==> src/rtl/raster_sweep_writer_pkg.sv <==
// Shared types for the raster sweep writer: screen-space triangle, FSM state,
// bounding box and small min/max helpers.
package raster_sweep_writer_pkg;

  localparam int unsigned RSW_COORD_BITS = 16;

  typedef struct packed {
    logic signed [RSW_COORD_BITS-1:0] x;
    logic signed [RSW_COORD_BITS-1:0] y;
  } vertex_2d;

  typedef vertex_2d [2:0] tri_2d;

  typedef enum logic [2:0] {StIdle, StSetup, StSweep, StDrain, StClear} rsw_state_e;

  typedef struct packed {
    logic signed [RSW_COORD_BITS-1:0] xmin;
    logic signed [RSW_COORD_BITS-1:0] xmax;
    logic signed [RSW_COORD_BITS-1:0] ymin;
    logic signed [RSW_COORD_BITS-1:0] ymax;
  } bbox_t;

  function automatic logic signed [RSW_COORD_BITS-1:0] min3(
    input logic signed [RSW_COORD_BITS-1:0] a,
    input logic signed [RSW_COORD_BITS-1:0] b,
    input logic signed [RSW_COORD_BITS-1:0] c
  );
    logic signed [RSW_COORD_BITS-1:0] m;
    m = (a < b) ? a : b;
    return (c < m) ? c : m;
  endfunction

  function automatic logic signed [RSW_COORD_BITS-1:0] max3(
    input logic signed [RSW_COORD_BITS-1:0] a,
    input logic signed [RSW_COORD_BITS-1:0] b,
    input logic signed [RSW_COORD_BITS-1:0] c
  );
    logic signed [RSW_COORD_BITS-1:0] m;
    m = (a > b) ? a : b;
    return (c > m) ? c : m;
  endfunction

endpackage

==> src/rtl/rsw_addr_pipe.sv <==
// Fixed-latency delay line for {valid, addr}; keeps each pixel address aligned
// with the coverage answer returned DEPTH cycles after the coordinate was issued.
module rsw_addr_pipe #(
  parameter int unsigned DEPTH = 3,
  parameter int unsigned WIDTH = 18
) (
  input  logic             clk,
  input  logic             rst,
  input  logic             in_valid,
  input  logic [WIDTH-1:0] in_addr,
  output logic             out_valid,
  output logic [WIDTH-1:0] out_addr,
  output logic             any_valid
);

  logic [DEPTH-1:0] valid_q;
  logic [WIDTH-1:0] addr_q [DEPTH];

  // Shift register; reset clears valids and addresses so pix_addr idles at 0.
  always_ff @(posedge clk) begin
    if (rst) begin
      valid_q <= '0;
      for (int i = 0; i < DEPTH; i++) addr_q[i] <= '0;
    end else begin
      valid_q[0] <= in_valid;
      addr_q[0]  <= in_addr;
      for (int i = 1; i < DEPTH; i++) begin
        valid_q[i] <= valid_q[i-1];
        addr_q[i]  <= addr_q[i-1];
      end
    end
  end

  assign out_valid = valid_q[DEPTH-1];
  assign out_addr  = addr_q[DEPTH-1];
  assign any_valid = |valid_q;

endmodule

==> src/rtl/raster_sweep_writer.sv <==
// Per-triangle raster sweep engine: scans a triangle's pixel region, asks an
// external coverage unit about each coordinate and writes colour only where
// covered. Also clears the whole frame on request.
// Build option: define RAST_BBOX_EN to limit the sweep to the clamped vertex
// bounding box; otherwise every triangle sweeps the full frame.
module raster_sweep_writer
  import raster_sweep_writer_pkg::*;
#(
  parameter int unsigned FRAME_WIDTH  = 512,
  parameter int unsigned FRAME_HEIGHT = 384,
  parameter int unsigned COORD_BITS   = RSW_COORD_BITS,  // must equal RSW_COORD_BITS
  parameter int unsigned ADDR_BITS    = 18,
  parameter int unsigned COLOR_WIDTH  = 16,
  parameter int unsigned FILL_LATENCY = 3,
  parameter logic [COLOR_WIDTH-1:0] CLEAR_COLOR = '0
) (
  input  logic                   clk,
  input  logic                   rst,
  input  logic                   tri_valid,
  output logic                   tri_ready,
  input  tri_2d                  tri_in,
  input  logic [COLOR_WIDTH-1:0] tri_color,
  input  logic                   clear_req,
  output logic                   busy,
  output logic                   tri_done,
  output logic [COORD_BITS-1:0]  fill_hcount,
  output logic [COORD_BITS-1:0]  fill_vcount,
  output tri_2d                  fill_triangle,
  input  logic                   fill_is_within,
  output logic                   pix_we,
  output logic [ADDR_BITS-1:0]   pix_addr,
  output logic [COLOR_WIDTH-1:0] pix_data
);

  localparam logic signed [COORD_BITS-1:0] XLIM  = COORD_BITS'(FRAME_WIDTH - 1);
  localparam logic signed [COORD_BITS-1:0] YLIM  = COORD_BITS'(FRAME_HEIGHT - 1);
  localparam logic signed [COORD_BITS-1:0] CONE  = COORD_BITS'(1);
  localparam logic [ADDR_BITS-1:0] LAST_ADDR = ADDR_BITS'(FRAME_WIDTH * FRAME_HEIGHT - 1);

  rsw_state_e                    state_q;
  tri_2d                         tri_q;
  logic [COLOR_WIDTH-1:0]        color_q;
  logic signed [COORD_BITS-1:0]  x_q, y_q, xmin_q, xmax_q, ymax_q;
  logic                          issue_valid_q;
  logic [ADDR_BITS-1:0]          issue_addr_q;
  logic                          clr_we_q;
  logic [ADDR_BITS-1:0]          clr_addr_q;
  logic                          clear_pend_q;
  logic                          tri_done_q;

  bbox_t                         bbox_c;
  logic                          bbox_empty;
  logic                          pipe_valid, pipe_any;
  logic [ADDR_BITS-1:0]          pipe_addr;

  function automatic logic [ADDR_BITS-1:0] addr_of(input logic signed [COORD_BITS-1:0] x,
                                                   input logic signed [COORD_BITS-1:0] y);
    return ADDR_BITS'($unsigned(y)) * ADDR_BITS'(FRAME_WIDTH) + ADDR_BITS'($unsigned(x));
  endfunction

`ifdef RAST_BBOX_EN
  logic signed [COORD_BITS-1:0] xmin_raw, xmax_raw, ymin_raw, ymax_raw;
  localparam logic signed [COORD_BITS-1:0] CZERO = '0;

  // Vertex bounding box, clamped to the frame; empty when wholly off-screen.
  always_comb begin
    xmin_raw = min3(tri_q[0].x, tri_q[1].x, tri_q[2].x);
    xmax_raw = max3(tri_q[0].x, tri_q[1].x, tri_q[2].x);
    ymin_raw = min3(tri_q[0].y, tri_q[1].y, tri_q[2].y);
    ymax_raw = max3(tri_q[0].y, tri_q[1].y, tri_q[2].y);
    bbox_empty = (xmax_raw < CZERO) || (xmin_raw > XLIM) ||
                 (ymax_raw < CZERO) || (ymin_raw > YLIM);
    bbox_c.xmin = (xmin_raw < CZERO) ? CZERO : xmin_raw;
    bbox_c.xmax = (xmax_raw > XLIM)  ? XLIM  : xmax_raw;
    bbox_c.ymin = (ymin_raw < CZERO) ? CZERO : ymin_raw;
    bbox_c.ymax = (ymax_raw > YLIM)  ? YLIM  : ymax_raw;
  end
`else
  // Full-frame sweep: coverage alone decides which pixels are written.
  always_comb begin
    bbox_empty  = 1'b0;
    bbox_c.xmin = '0;
    bbox_c.xmax = XLIM;
    bbox_c.ymin = '0;
    bbox_c.ymax = YLIM;
  end
`endif

  // Main FSM: accept, set up bbox, sweep coords, drain the pipe, or clear.
  always_ff @(posedge clk) begin
    if (rst) begin
      state_q       <= StIdle;
      tri_q         <= '0;
      color_q       <= '0;
      x_q           <= '0;
      y_q           <= '0;
      xmin_q        <= '0;
      xmax_q        <= '0;
      ymax_q        <= '0;
      issue_valid_q <= 1'b0;
      issue_addr_q  <= '0;
      clr_we_q      <= 1'b0;
      clr_addr_q    <= '0;
      clear_pend_q  <= 1'b0;
      tri_done_q    <= 1'b0;
    end else begin
      tri_done_q <= 1'b0;
      unique case (state_q)
        StIdle: begin
          if (clear_pend_q || clear_req) begin
            state_q      <= StClear;
            clear_pend_q <= 1'b0;
            clr_we_q     <= 1'b1;
            clr_addr_q   <= '0;
            tri_done_q   <= (LAST_ADDR == '0);
          end else if (tri_valid) begin
            state_q <= StSetup;
            tri_q   <= tri_in;
            color_q <= tri_color;
          end
        end
        StSetup: begin
          clear_pend_q <= clear_pend_q | clear_req;
          if (bbox_empty) begin
            state_q    <= StIdle;
            tri_done_q <= 1'b1;
          end else begin
            state_q       <= StSweep;
            xmin_q        <= bbox_c.xmin;
            xmax_q        <= bbox_c.xmax;
            ymax_q        <= bbox_c.ymax;
            x_q           <= bbox_c.xmin;
            y_q           <= bbox_c.ymin;
            issue_valid_q <= 1'b1;
            issue_addr_q  <= addr_of(bbox_c.xmin, bbox_c.ymin);
          end
        end
        StSweep: begin
          clear_pend_q <= clear_pend_q | clear_req;
          if (x_q == xmax_q) begin
            if (y_q == ymax_q) begin
              issue_valid_q <= 1'b0;
              state_q       <= StDrain;
            end else begin
              x_q          <= xmin_q;
              y_q          <= y_q + CONE;
              issue_addr_q <= addr_of(xmin_q, y_q + CONE);
            end
          end else begin
            x_q          <= x_q + CONE;
            issue_addr_q <= issue_addr_q + ADDR_BITS'(1);
          end
        end
        StDrain: begin
          clear_pend_q <= clear_pend_q | clear_req;
          if (!pipe_any) begin
            state_q    <= StIdle;
            tri_done_q <= 1'b1;
          end
        end
        StClear: begin
          clear_pend_q <= clear_pend_q | clear_req;
          if (clr_addr_q == LAST_ADDR) begin
            clr_we_q <= 1'b0;
            state_q  <= StIdle;
          end else begin
            clr_addr_q <= clr_addr_q + ADDR_BITS'(1);
            // Flag lands in the same cycle as the final clear write.
            tri_done_q <= (clr_addr_q + ADDR_BITS'(1) == LAST_ADDR);
          end
        end
        default: state_q <= StIdle;
      endcase
    end
  end

  rsw_addr_pipe #(
    .DEPTH (FILL_LATENCY),
    .WIDTH (ADDR_BITS)
  ) u_addr_pipe (
    .clk       (clk),
    .rst       (rst),
    .in_valid  (issue_valid_q),
    .in_addr   (issue_addr_q),
    .out_valid (pipe_valid),
    .out_addr  (pipe_addr),
    .any_valid (pipe_any)
  );

  // Outputs: clear writes and coverage-gated sweep writes never overlap.
  always_comb begin
    tri_ready     = !rst && (state_q == StIdle) && !clear_pend_q && !clear_req;
    busy          = (state_q != StIdle) || issue_valid_q || pipe_any;
    tri_done      = tri_done_q;
    fill_hcount   = x_q;
    fill_vcount   = y_q;
    fill_triangle = tri_q;
    pix_we        = !rst && (clr_we_q || (pipe_valid && fill_is_within));
    pix_addr      = clr_we_q ? clr_addr_q : pipe_addr;
    pix_data      = clr_we_q ? CLEAR_COLOR : color_q;
  end

endmodule

==> config.mk <==
export PLATFORM = sky130hd
export DESIGN_NAME = raster_sweep_writer
export DESIGN_NICKNAME = d
export VERILOG_FILES = /design/src/rtl/raster_sweep_writer_pkg.sv /design/src/rtl/rsw_addr_pipe.sv /design/src/rtl/raster_sweep_writer.sv
export SDC_FILE = /design/constraint.sdc
export NUM_CORES = 1
export LEC_CHECK = 0
export CORE_MARGIN = 1.5
export CORE_UTILIZATION = 40
export DETAILED_ROUTE_END_ITERATION = 7
export PLACE_DENSITY_LB_ADDON = 0.1
export SYNTH_ARGS = -nofsm -noshare
export SYNTH_HDL_FRONTEND = slang
export SYNTH_SLANG_ARGS = --single-unit
==> constraint.sdc <==
create_clock -name clk -period 3.06 [get_ports clk]
set_input_delay 0.765 -clock clk [delete_from_list [all_inputs] [get_ports clk]]
set_output_delay 0.765 -clock clk [all_outputs]
set_load 0.005 [all_outputs]
== Yosys cells after proc, flatten, opt, wreduce, memory -nomap -nowiden ==
Memory sizes are Yosys's and may differ from the RTL's.
Cells that the tools add are included.

* Bits in writable memories: 54
* Word-level logic and storage cells: 111
* Input port bits: 117
* Register bits: 192
* Output and inout port bits: 166
* Bits in read-only memories: 0
* Memories: 1
* Bits in latches: 0

{| class="wikitable"
|+ Memories
! name !! words !! width !! read ports !! clocked after Yosys merged registers in !! wr ports !! RTL line !! RTL
|-
| u_addr_pipe.addr_q || 3 || 18 || 3 || 0 || 3 || rsw_addr_pipe.sv:17 || <nowiki>logic [WIDTH-1:0] addr_q [DEPTH];</nowiki>
|}

* $add $sub $neg: 4
* Shift-type cells: 0
* Reduce and logical (&&, ||, !) cells: 27
* Div/mod/pow operators: 0
* Muxes and demuxes: 38
* Bitwise operators: 5
* Equal/unequal tests: 17
* Order comparisons: 0
* Multipliers: 0

{| class="wikitable"
|+ Operator list
! operator !! count
|-
| 18-bit 2-to-1 mux || 8
|-
| 16-bit 2-to-1 mux || 5
|-
| 18-bit case mux with 2 select lines || 2
|-
| 16-bit case mux with 2 select lines || 2
|-
| 18-bit by 1-bit adder with 18-bit output (second input constant) || 2
|-
| 18-bit equality test (second input constant) || 2
|-
| 16-bit by 2-bit adder with 16-bit output (second input constant) || 2
|-
| 16-bit by 10-bit equality test with 1-bit output || 2
|-
| 3-bit 2-to-1 mux || 6
|-
| 3-bit case mux with 5 select lines || 1
|-
| 3-bit AND reduction || 5
|-
| 2-bit inequality test (second input constant) || 7
|-
| 1-bit 2-to-1 mux || 10
|-
| 1-bit case mux with 2 select lines || 4
|-
| 3-bit by 2-bit equality test with 1-bit output (second input constant) || 2
|-
| 3-bit inequality test (second input constant) || 2
|-
| 2-bit nonzero test || 3
|-
| 1-bit logical AND || 5
|-
| 5-bit AND reduction || 1
|-
| 1-bit logical OR || 4
|-
| 1-bit OR || 4
|-
| 2-bit AND reduction || 2
|-
| 4-bit OR reduction || 1
|-
| 3-bit by 1-bit equality test with 1-bit output (second input constant) || 1
|-
| other kinds (6) || 8
|}

== Depth between registers and ports, before layout ==
* Depth in word-level cells: 4
* Depth in mapped cells: 9
* Gate-level depth less buffers: 7

== Cells and area by module ==
A second synthesis with hierarchy kept.

* Cells, all modules: 1256
* Area total of the unflattened synthesis: 10211.0 um^2

{| class="wikitable"
|+ By module, submodules not included
! module !! sequential area each (um^2) !! times used !! area each (um^2) !! cells each
|-
| raster_sweep_writer || 3763.6 || 1 || 8516.9 || 1117
|-
| rsw_addr_pipe || 1141.1 || 1 || 1694.1 || 139
|}

== Worst setup path before layout ==
Ideal clock, no wire load.

* Path kind: in2out
* From: input rst
* To: output pix_we
* Stages on the path: 4
* Setup slack: 0.620 ns
* Arrival: 1.675 ns
* Required time: 2.295 ns
* Buffers on the path: 3
* Path through: clkbuf_1 > clkbuf_1 > clkbuf_1 > nor2_1

* Word-level cells in the longest chain between the ends: 2

{| class="wikitable"
|+ Ends and longest elaborated chain
! what !! RTL line !! RTL
|-
| start: declaration || raster_sweep_writer.sv:18 || <nowiki>input logic rst,</nowiki>
|-
| 1-bit logical NOT || raster_sweep_writer.sv:198 || <nowiki>pix_we = !rst && (clr_we_q || (pipe_valid && fill_is_within));</nowiki>
|-
| 1-bit logical AND || raster_sweep_writer.sv:198 ||
|-
| end: declaration || raster_sweep_writer.sv:30 || <nowiki>output logic pix_we,</nowiki>
|}

No other way between the ends.

== Worst setup path in the final report ==
* From: register state_q[0]
* To: output busy

* Word-level cells in the longest chain between the ends: 3

{| class="wikitable"
|+ Ends and longest elaborated chain
! what !! RTL line !! RTL
|-
| start: declaration || raster_sweep_writer.sv:40 || <nowiki>rsw_state_e state_q;</nowiki>
|-
| start signal: assignment || raster_sweep_writer.sv:92 || <nowiki>state_q <= StIdle;</nowiki>
|-
| start signal: assignment || raster_sweep_writer.sv:111 || <nowiki>state_q <= StClear;</nowiki>
|-
| start signal: assignment || raster_sweep_writer.sv:117 || <nowiki>state_q <= StSetup;</nowiki>
|-
| 3-bit nonzero test || raster_sweep_writer.sv:193 || <nowiki>busy = (state_q != StIdle) || issue_valid_q || pipe_any;</nowiki>
|-
| 1-bit logical OR (2 in series) || raster_sweep_writer.sv:193 ||
|-
| end: declaration || raster_sweep_writer.sv:24 || <nowiki>output logic busy,</nowiki>
|}

No other way between the ends.

==> impl_results.md <==
- Slew margin rel.: between 40 and 50%
- Number of warnings issued by yosys: 0
- CP Data Arrival Time: about 2100 ps
- R2R Path Start: fill_hcount[0]
- Count of pins over their slew limit: 0
- Syn Area/Cell: about 8.3 um^2
- Most used DFF post-synth: dfxtp_1
- Sw Ratio: 31.59%
- Crit path launch type: flip-flop
- Worst setup path end: busy
- Diodes inserted: 0
- Fin util: between 50% and 60%
- Synth Register Bits: about 250
- Power per cell area: approximately 660 nW/um^2
- Core area: around 24000 um^2
- RSZ-0062 raised after global routing: false
- Setup crit end kind: output port
- Net Sw Power: between 2 and 3 mW
- Critical path's slowest cell: clkdlybuf4s50_1
- Starting DRT DRC Count: about 720
- Chip width: between 150 and 200 um
- Cell area after layout: between 10000 and 15000 um^2
- GR Overflow Total: 0
- Clock skew: 21.18 ps
- Combinational Power Share: ~27%
- CTS resizes: 0
- Antenna-violating nets left: 0
- TritonCTS clock tree: built
- P_int: roughly 6.3 mW
- Mapped Cells: 1208
- First-pass GRT wire length: 46.05 mm
- Final Hold Viols: 0
- Drt wl/cell: ~16 um
- Hold crit path type: flip-flop to flip-flop
- Top cell family by delay on the critical path: buffers and inverters
- CP Launch Point: state_q[0]
- Nets: around 1600
- Aggregate global-route resource usage: ~22%
- Max VDD drop: 0.4909 mV
- Number of global-route vias before repair: 8599
- Clock power share: 32.9%
- Seq/Total Area, Yosys: around half
- Largest net degree at the start of global routing: 141
- Via density: ~5.1
- Flop pwr share: about two fifths
- FF-to-FF setup slack: around 460 ps
- Min Clock Period, post-route: 2844 ps
- H-tree levels: 1
- Least-Margin Pin Slew: between 700 and 800 ps
- Worst path max stage delay: roughly 580 ps
- Post-CTS Setup Repair Bufs: 0
- CP max FO: 11
- Antenna violations before repair: 0
- Final WL: 29.26 mm
- EDFF count, synth: 0
- I/O pin count: between 200 and 300
- Async SR Flop Fraction: 0%
- WP buf/inv: 2
- WS Path Type: flip-flop to output port
- Max cap viols: 0
- Num rows: between 50 and 60
- Peak Freq: approximately 0.35 GHz
- Hold buffer count at cts: 0
- Die area: 26090 um^2
- Final Setup Violations: 0
- Total Power: between 9 and 10 mW
- Status: complete, no violations
- Vias: 9272
- Synth cell types: 64
- CTS Root Buffer Type: clkbuf_16
- Reg clk slew, reported paths: roughly 60 ps
- Starting Density: about two fifths
- Critical-path cell list: nor3_1 > buf_4 > nand3b_1 > clkdlybuf4s50_1
- Post-Syn Area: 10050 um^2
- Share of cells above drive strength 1: 7.104%
- Deepest clock path buffer count: 3
- TritonCTS buffer count: 27
- RD Place Congestion: 0.8565
- Net count after synthesis: approximately 1300
- Detailed Routing Iterations Pass 1: 5
- CP Depth: 4
- Min-Delay Startpoint: u_addr_pipe.addr_q[0][20]
- Fin crit share: roughly 93%
- DIE HEIGHT: approximately 160 um
- Area delta synth->final: 39.39%
- Worst-Skew Late Latency: between 500 and 600 ps
- I/O Buffers: around 280
- Reg-to-Reg End: fill_vcount[6]
- WP data required: 2290 ps
- LEAKAGE: between 4 and 5 nW
- DRC viols: 0
- Placed cell area: approximately 13000 um^2
- Clk sinks: between 200 and 250
- Detailed Place HPWL: around 20 mm
- Reg2reg path depth: 6
[power by group through the flow]
stage	registers, mW	logic, mW	clock network [mW]
CTS	3.67	2.55	3.11
detailed placement	3.73	2.54	0
global placement	3.72	2.52	0
global route	3.70	2.77	3.27
finish	3.67	2.53	3.04
floorplan	3.68	1.41	0
[flip-flops by register name (all words and copies together) (netlist names)]
| register | flops |
|---|---|
| color_q | 16 |
| tri_done | 1 |
| u_addr_pipe.addr_q | 54 |
| issue_valid_q | 1 |
| ymax_q | 1 |
| clear_pend_q | 1 |
| issue_addr_q | 18 |
| fill_triangle | 96 |
| state_q | 3 |
| fill_hcount | 16 |
| clr_we_q | 1 |
| u_addr_pipe.valid_q | 3 |
| fill_vcount | 16 |
| clr_addr_q | 18 |
[synth_stat cells, types with 5 or more instances]
cell	count	area (um^2)
buf_2	11	55.05
and2_1	6	37.54
or3_1	10	62.56
dfxtp_1	245	4905
nor4_1	5	31.28
and4_1	10	87.58
nor2b_1	74	462.9
a21oi_1	164	820.8
a311oi_1	9	78.83
xor2_1	7	61.31
mux2_2	18	202.7
xnor2_1	28	245.2
or4_1	5	37.54
a211oi_1	10	75.07
nand3_1	20	100.1
nand2_1	276	1036
nor2_1	52	195.2
and3_1	11	68.82
inv_1	9	33.78
nand4_1	28	175.2
nand3b_1	6	45.04
clkbuf_1	68	255.2
a22o_1	5	43.79
a31oi_1	8	50.05
o21ai_0	31	155.2
ha_1	5	62.56
nor3_1	22	110.1
[layout by cell type (no fill, tap or decap), types with 4 or more instances in the layout]
| cell type | n |
|---|---|
| clkbuf_1 | 8 |
| buf_4 | 23 |
| a311oi_1 | 9 |
| dfxtp_1 | 245 |
| clkbuf_8 | 6 |
| o21ai_0 | 31 |
| a211oi_1 | 10 |
| clkbuf_16 | 27 |
| nor2_2 | 5 |
| nand2_1 | 276 |
| and3_1 | 10 |
| inv_1 | 9 |
| nand4_1 | 28 |
| nand2b_1 | 4 |
| and4_1 | 10 |
| a31oi_1 | 8 |
| nand3_1 | 19 |
| and2_1 | 6 |
| a21oi_1 | 164 |
| mux2_2 | 18 |
| nor2b_1 | 74 |
| clkdlybuf4s50_1 | 280 |
| xnor2_1 | 28 |
| a22o_1 | 5 |
| nor3_1 | 22 |
| or4_1 | 5 |
| nor2_1 | 51 |
| nor4_1 | 5 |
| or3_1 | 10 |
| clkinv_2 | 6 |
| ha_1 | 5 |
| nand3b_1 | 6 |
| buf_12 | 4 |
| xor2_1 | 7 |
[metal layers]
| metal | routed length, um | track usage, % |
|---|---|---|
| met1 | 12610 | 28.06 |
| met2 | 13520 | 35.23 |
| met3 | 1936 | 4.571 |
| met4 | 1193 | 8.712 |
| met5 | 0 | 0 |
[worst min-delay path by stage]
stage / cells after the start / slack (ps) / endpoint
6_report: 1 / 430 / u_addr_pipe.addr_q[0][38]
5_1_grt: 1 / 450 / u_addr_pipe.addr_q[0][29]
4_1_cts: 1 / 440 / u_addr_pipe.addr_q[0][38]
3_5_place_dp: 1 / 420 / u_addr_pipe.addr_q[0][18]
3_3_place_gp: 1 / 420 / u_addr_pipe.addr_q[0][27]
2_1_floorplan: 1 / 410 / u_addr_pipe.addr_q[0][18]
[worst reg2reg max path: cells and delay by family (launching register included)]
family,cells,cell delay (ps)
AOI/OAI and AO/OA,2,410
and+or+nand+nor,4,1660
DFF,1,370
[final cells by class]
type	count	area, um^2
clock buffer	41	788.3
tap	324	405.4
sequential	245	4905
fill	2253	10450
multi-input combinational	867	4765
timing repair buffer	309	3079
inverter	9	33.78
clock inverter	7	37.54
[cell families (layout without fill, tap and decap cells)]
family	count (synthesis)	after routing	share of synthesized area, %
simple gates	547	547	26.21
mux	20	20	2.215
buf+inv	96	366	4.020
flops	245	245	48.79
compound gates	260	260	15.10
xor+xnor	35	35	3.049
fa+ha+maj	5	5	0.6223
[metrics by stage]
stage          setup TNS, ps  worst slack, ps  hold WS (ps)  std cells
3_3_place_gp          -2.313           -2.313         416.1       1754
3_5_place_dp               0            14.72         421.2       1754
4_1_cts                    0            1.425         436.5       1802
2_1_floorplan              0            619.7         413.8       1208
6_report                   0            216.3         430.9       1802
5_1_grt                    0            89.85         450.0       1802
(Power assumes the default switching activity.)
